**src/rtl/ex_muldiv.sv**
```systemverilog
// ---------------------------------------------------------------------------
// ex_muldiv -- RV32M multiply/divide unit for the EX stage.
//
// Handles MUL/MULH/MULHSU/MULHU/DIV/DIVU/REM/REMU. The FSM has three states:
//   IDLE : accept an op when md_start=1 (and no flush)
//   CALC : 32 iterations, one result bit per cycle
//   DONE : md_valid=1, md_result held until md_hold drops
// Divide-by-zero and signed overflow skip CALC and go straight to DONE.
// The iterative datapath shares one accumulator/shift register pair:
//   multiply : shift-add on magnitudes; {acc,q} ends as the 64-bit product
//   divide   : restoring division on magnitudes; q = quotient, acc = remainder
// Signs are fixed up when the result is captured.
//
// Build option: define MULDIV_FAST_MUL_EN to compute funct3 0-3 with a
// single-cycle 33x33 signed multiplier (IDLE->DONE in one stall cycle).
// Division is the same in both builds.
//
// Ports:
//   clk         in   pipeline clock, rising edge
//   cpurst_n    in   asynchronous active-low reset
//   md_start    in   EX-stage instruction is RV32M
//   md_funct3   in   [2:0] operation select
//   md_opa      in   [31:0] rs1 operand
//   md_opb      in   [31:0] rs2 operand
//   md_flush    in   exception/interrupt flush, highest priority
//   md_hold     in   downstream memory stall, keeps DONE
//   mult_stall  out  freeze decode/execute
//   md_result   out  [31:0] rd value
//   md_valid    out  md_result valid (state DONE)
//   md_busy     out  state != IDLE
// ---------------------------------------------------------------------------
module ex_muldiv (
  input  logic        clk,
  input  logic        cpurst_n,
  input  logic        md_start,
  input  logic [2:0]  md_funct3,
  input  logic [31:0] md_opa,
  input  logic [31:0] md_opb,
  input  logic        md_flush,
  input  logic        md_hold,
  output logic        mult_stall,
  output logic [31:0] md_result,
  output logic        md_valid,
  output logic        md_busy
);

  localparam logic [1:0] S_IDLE = 2'd0;
  localparam logic [1:0] S_CALC = 2'd1;
  localparam logic [1:0] S_DONE = 2'd2;

  logic [1:0]  r_state;
  logic [5:0]  r_cnt;
  logic [2:0]  r_op;
  logic [31:0] r_acc;      // mult: product high half; div: partial remainder
  logic [31:0] r_q;        // mult: multiplier / product low half; div: dividend / quotient
  logic [31:0] r_b;        // multiplicand or divisor magnitude
  logic        r_neg_res;  // negate product / quotient
  logic        r_neg_rem;  // negate remainder (dividend sign)
  logic [31:0] r_result;

  // ---- start-cycle operand decode ----------------------------------------
  logic        w_is_div, w_a_signed, w_b_signed, w_a_neg, w_b_neg;
  logic [31:0] w_a_mag, w_b_mag;
  logic        w_div_zero, w_div_ovf, w_special;
  logic [31:0] w_special_res;
  logic        w_fast;
  logic [31:0] w_fast_res;

  assign w_is_div   = md_funct3[2];
  assign w_a_signed = (md_funct3 == 3'd1) || (md_funct3 == 3'd2) ||
                      (md_funct3 == 3'd4) || (md_funct3 == 3'd6);
  assign w_b_signed = (md_funct3 == 3'd1) || (md_funct3 == 3'd4) ||
                      (md_funct3 == 3'd6);
  assign w_a_neg    = w_a_signed & md_opa[31];
  assign w_b_neg    = w_b_signed & md_opb[31];
  assign w_a_mag    = w_a_neg ? (32'd0 - md_opa) : md_opa;
  assign w_b_mag    = w_b_neg ? (32'd0 - md_opb) : md_opb;

  assign w_div_zero = w_is_div && (md_opb == 32'd0);
  // Only the signed ops (DIV/REM have funct3[0]=0) can overflow.
  assign w_div_ovf  = w_is_div && !md_funct3[0] &&
                      (md_opa == 32'h8000_0000) && (md_opb == 32'hFFFF_FFFF);
  assign w_special  = w_div_zero || w_div_ovf;

  // funct3[1] separates REM/REMU from DIV/DIVU.
  always_comb begin
    if (w_div_zero) w_special_res = md_funct3[1] ? md_opa : 32'hFFFF_FFFF;
    else            w_special_res = md_funct3[1] ? 32'd0  : 32'h8000_0000;
  end

`ifdef MULDIV_FAST_MUL_EN
  // The 33rd bit carries each operand's sign (zero for unsigned operands),
  // so one signed multiplier covers all four multiply flavours.
  logic signed [32:0] w_fast_a, w_fast_b;
  logic signed [63:0] w_fast_prod;
  assign w_fast_a    = {w_a_signed & md_opa[31], md_opa};
  assign w_fast_b    = {w_b_signed & md_opb[31], md_opb};
  assign w_fast_prod = 64'(w_fast_a) * 64'(w_fast_b);
  assign w_fast      = !w_is_div;
  assign w_fast_res  = (md_funct3[1:0] == 2'd0) ? w_fast_prod[31:0] : w_fast_prod[63:32];
`else
  assign w_fast      = 1'b0;
  assign w_fast_res  = 32'd0;
`endif

  // ---- one iteration of the shared datapath -------------------------------
  logic [32:0] w_mul_sum, w_div_sh, w_div_diff;
  logic [31:0] w_acc_nxt, w_q_nxt;

  always_comb begin
    // NOTE: every signal written here gets a value on every path, otherwise
    // synthesis infers a latch to hold the old value.
    w_mul_sum  = {1'b0, r_acc} + (r_q[0] ? {1'b0, r_b} : 33'd0);
    w_div_sh   = {r_acc, r_q[31]};
    w_div_diff = w_div_sh - {1'b0, r_b};
    if (r_op[2]) begin
      // Restoring step: keep the subtraction only if it did not borrow.
      w_acc_nxt = w_div_diff[32] ? w_div_sh[31:0] : w_div_diff[31:0];
      w_q_nxt   = {r_q[30:0], ~w_div_diff[32]};
    end else begin
      // Shift-add step: add multiplicand on multiplier LSB, shift {acc,q} right.
      w_acc_nxt = w_mul_sum[32:1];
      w_q_nxt   = {w_mul_sum[0], r_q[31:1]};
    end
  end

  // ---- final result with sign fix-up --------------------------------------
  logic [63:0] w_prod, w_prod_fix;
  logic [31:0] w_calc_res;

  assign w_prod     = {w_acc_nxt, w_q_nxt};
  assign w_prod_fix = r_neg_res ? (64'd0 - w_prod) : w_prod;

  always_comb begin
    case (r_op)
      3'd0:                w_calc_res = w_prod_fix[31:0];
      3'd1, 3'd2, 3'd3:    w_calc_res = w_prod_fix[63:32];
      3'd4, 3'd5:          w_calc_res = r_neg_res ? (32'd0 - w_q_nxt)   : w_q_nxt;
      default:             w_calc_res = r_neg_rem ? (32'd0 - w_acc_nxt) : w_acc_nxt;
    endcase
  end

  // ---- state and datapath registers ---------------------------------------
  // NOTE: sequential state uses non-blocking assignments so every register
  // samples the pre-edge values regardless of statement order.
  always_ff @(posedge clk or negedge cpurst_n) begin
    if (!cpurst_n) begin
      r_state   <= S_IDLE;
      r_cnt     <= 6'd0;
      r_op      <= 3'd0;
      r_acc     <= 32'd0;
      r_q       <= 32'd0;
      r_b       <= 32'd0;
      r_neg_res <= 1'b0;
      r_neg_rem <= 1'b0;
      r_result  <= 32'd0;
    end else if (md_flush) begin
      r_state <= S_IDLE;
      r_cnt   <= 6'd0;
    end else begin
      case (r_state)
        S_IDLE: begin
          if (md_start) begin
            r_op      <= md_funct3;
            r_q       <= w_a_mag;
            r_b       <= w_b_mag;
            r_acc     <= 32'd0;
            r_neg_res <= w_a_neg ^ w_b_neg;
            r_neg_rem <= w_a_neg;
            r_cnt     <= 6'd0;
            if (w_special) begin
              r_result <= w_special_res;
              r_state  <= S_DONE;
            end else if (w_fast) begin
              r_result <= w_fast_res;
              r_state  <= S_DONE;
            end else begin
              r_state  <= S_CALC;
            end
          end
        end
        S_CALC: begin
          r_acc <= w_acc_nxt;
          r_q   <= w_q_nxt;
          if (r_cnt == 6'd31) begin
            r_result <= w_calc_res;
            r_cnt    <= 6'd0;
            r_state  <= S_DONE;
          end else begin
            r_cnt <= r_cnt + 6'd1;
          end
        end
        S_DONE: begin
          // md_start is ignored here so a held MD_OP does not restart.
          if (!md_hold) r_state <= S_IDLE;
        end
        default: r_state <= S_IDLE;
      endcase
    end
  end

  // ---- outputs ------------------------------------------------------------
  assign mult_stall = cpurst_n && !md_flush &&
                      (((r_state == S_IDLE) && md_start) || (r_state == S_CALC));
  assign md_result  = r_result;
  assign md_valid   = (r_state == S_DONE);
  assign md_busy    = (r_state != S_IDLE);

endmodule

```
**config.mk**
```make
export PLATFORM = sky130hd
export DESIGN_NAME = ex_muldiv
export DESIGN_NICKNAME = d
export VERILOG_FILES = /design/src/rtl/ex_muldiv.sv
export SDC_FILE = /design/constraint.sdc
export NUM_CORES = 1
export LEC_CHECK = 0
export CORE_MARGIN = 2
export CORE_UTILIZATION = 48
export CTS_BUF_LIST = sky130_fd_sc_hd__clkbuf_4 sky130_fd_sc_hd__clkbuf_8 sky130_fd_sc_hd__clkbuf_16
export DETAILED_ROUTE_END_ITERATION = 12
export GPL_TIMING_DRIVEN = 0
export PLACE_DENSITY = 0.67
export REMOVE_ABC_BUFFERS = 1
export SLEW_MARGIN = 30
export SYNTH_ARGS = -nofsm -noshare
export SYNTH_HDL_FRONTEND = slang
export SYNTH_SLANG_ARGS = --single-unit
```
**constraint.sdc**
```tcl
create_clock -name clk -period 6.53 [get_ports clk]
set_input_delay 0.653 -clock clk [delete_from_list [all_inputs] [get_ports clk]]
set_output_delay 0.653 -clock clk [all_outputs]
set_load 0.02 [all_outputs]
```
==> run metrics <==
Pwr Density 357 nW/um^2; area occupied by multi-input gates 11,400 um^2; post-synthesis area per instance 7.43 um^2; Worst-path clk slew about 60 ps; Yosys Warn Count 0; CP arrival 6580 ps; post-DP HPWL between 40,000 and 50,000 um; worst hold margin 132 ps; fraction of layout cells with a size suffix above 1 0.0826; Post-synth ARST share 1.00; crit path max-delay cell type a311oi_1; required time of the critical path between 6000 and 7000 ps; Crit Path Max Fanout 6; period utilization 0.957; Setup crit end kind register; drt total wl 54,100 um; final instance area between 15,000 and 20,000 um^2; VDD IR max 0.255 mV; vias per cell 6.38; cts hold-fix bufs 0; clock buffer depth 2; Die H 184 um; Core ar. 31,700 um^2; nets@finish 2,274; dpl ws -1480 ps; Setup WS post-layout between 200 and 300 ps; largest net degree at the start of global routing 83; GPL Wtd Cong 0.970; total routing usage reported by global routing 0.321; Bufs and invs on worst path 4; Worst-Margin Slew 947 ps; vias in the first global route 15,175; total CTS buffers 17; final core occ 0.557; top_reg_cell synth dfrtp_1; register area 3540 um^2; antenna viol nets, final 0; status complete, no violations; iteration count of the initial detailed-routing pass 6; sequential area share after synthesis 0.227; I/O pin cnt 107; # port buffers about 110; DR iter-0 viols 1,431; CP startpoint kind register; EDFF count, synth 0; aggregate global routing overflow 0; peak per-stage delay on the critical path 590 ps; Initial Util 0.490; post-synthesis cell count 2,092; CTS Sinks 141; Synth Register Bits 141; Hold Crit Class in2async; first-pass GRT wire length between 80,000 and 90,000 um; CTS root buf clkbuf_16; clk_lat worst skew 460 ps; Die Wd 184 um; Period minus WS final 6250 ps; FP Rows 65; leakage 7.11 nW; library cells used by synthesis about 100; Pwr Total 6.31 mW; cell family with most CP delay compound AO/OA/AOI/OAI gates; Fin. Hold Viols 0; Area after DPL 16,900 um^2; final setup violation count 0; fillers 3,064; slew margin rel. 0.369; Max Cap Viol 0; Clock Skews between 10 and 15 ps; CTS tree done; H-tree levels 4; max-slew violations 0; WS Path Type reg2reg; number of remaining DRC errors 0; initial antenna violation count 1; Max Fclk 160 MHz; Die ar. 33,800 um^2; Mapped Area 15,500 um^2; Via Count 16,233; routed length per placed instance 21.2 um; Area growth, synth to finish 13.6%; Critical Path, Cell by Cell inv_1, ha_1, inv_1, fa_2, a211oi_4, nor3_4, o211ai_2, a21boi_4, buf_4, nor3_4, buf_4, a31oi_1, o21ai_1, ha_1, o21ai_0, a311oi_1, nand3_2, nor4_4, nand2_1, o31ai_1, or3_1, a31oi_1, a211o_1
[synth_stat cells, types with 27 or more instances]
library cell | count | share of area
a21oi_1 | 217 | 0.070
a31oi_1 | 27 | 0.011
and2_1 | 41 | 0.016
clkbuf_1 | 87 | 0.021
dfrtp_1 | 141 | 0.23
ha_1 | 70 | 0.056
inv_1 | 69 | 0.017
mux2i_1 | 31 | 0.020
nand2_1 | 226 | 0.055
nand3_1 | 45 | 0.014
nand4_1 | 33 | 0.013
nor2_1 | 193 | 0.047
nor3_1 | 50 | 0.016
o21ai_0 | 203 | 0.065
o31ai_1 | 34 | 0.016
or3_1 | 28 | 0.011
xnor2_1 | 98 | 0.055
xor2_1 | 71 | 0.040
[through the flow]
step           cells  TNS [ps]
6_report        2545         0
3_3_place_gp    2478   -302790
2_1_floorplan   1970     -8380
3_5_place_dp    2494    -17900
5_1_grt         2544     -39.8
4_1_cts         2533         0
[layout make-up]
class / count / share of cell area
tap: 402 / 0.0285
timing repair buffer: 141 / 0.0819
antenna: 1 / 0.000142
multi-input combinational: 1760 / 0.645
clock inverter: 7 / 0.00248
inverter: 69 / 0.0147
sequential: 141 / 0.200
clock buffer: 24 / 0.0274
[worst paths after layout]
| path | from | end | slack, ps | depth (start not counted) |
|---|---|---|---|---|
| max in group asynchronous | cpurst_n | r_q[25] | 5580 | 2 |
| min | cpurst_n | r_b[1] | 130 | 1 |
| min reg2reg | md_result[8] | md_result[8] | 480 | 2 |
| max | r_q[31] | md_result[20] | 280 | 23 |
| max reg2reg | r_q[31] | md_result[20] | 280 | 23 |
| min in group clk | md_result[8] | md_result[8] | 480 | 2 |
[registers in the layout (all words and copies together) (netlist names)]
register,flops
r_cnt,6
r_b,32
md_result,32
r_op,3
r_acc,32
r_neg_res,1
r_neg_rem,1
r_state,2
r_q,32
[logic make-up after synthesis]
logic type      synth area share
buf+inv                   0.0527
xor+xnor                  0.0952
flops                      0.227
fa+ha+maj                 0.0589
simple gates               0.230
mux                       0.0382
compound gates             0.298
[cells in the final DEF, fill, tap and decap left out, types with 7 or more instances in the layout]
master / count
a211o_1: 7
a211oi_1: 19
a21o_1: 26
a21oi_1: 215
a221oi_1: 12
a22o_1: 17
a31oi_1: 27
and2_1: 40
and3_1: 8
buf_4: 26
clkbuf_16: 17
clkdlybuf4s50_1: 105
dfrtp_1: 138
ha_1: 70
inv_1: 68
mux2_2: 21
mux2i_1: 31
nand2_1: 224
nand2b_1: 19
nand3_1: 44
nand4_1: 33
nor2_1: 188
nor2b_1: 17
nor3_1: 49
nor4_1: 11
o211ai_1: 15
o21a_1: 10
o21ai_0: 203
o21ai_1: 16
o21bai_1: 15
o221ai_1: 12
o22ai_1: 15
o31ai_1: 32
or2_2: 10
or3_1: 26
or4_1: 9
xnor2_1: 98
xor2_1: 71
[routing by layer]
| metal | part of all wire | vias to the layer above | routed length [um] | global-route usage |
|---|---|---|---|---|
| li1 | - | 7701 | - | - |
| met2 | 0.46 | 624 | 24800 | 0.514 |
| met3 | 0.065 | 92 | 3490 | 0.0515 |
| met5 | 0 | - | 0 | 0 |
| met1 | 0.45 | 7816 | 24500 | 0.441 |
| met4 | 0.024 | 0 | 1280 | 0.105 |
[power by group]
group / leakage (nW) / internal [mW] / switching [mW]
sequential: 1.78 / 1.08 / 0.312
combinational: 5.06 / 1.53 / 2.47
clock: 0.264 / 0.515 / 0.408
total: 7.11 / 3.13 / 3.19
[repair_timing]
| item | CTS | global route |
|---|---|---|
| hold endpoints to repair | 0 | 0 |
| gates cloned | 0 | 0 |
| resized for setup | 15 | 7 |
| pin swaps | 5 | 7 |
| buffers inserted | 8 | 11 |
| endpoints found under the setup margin | 16 | 15 |
(Power assumes the default switching activity.)
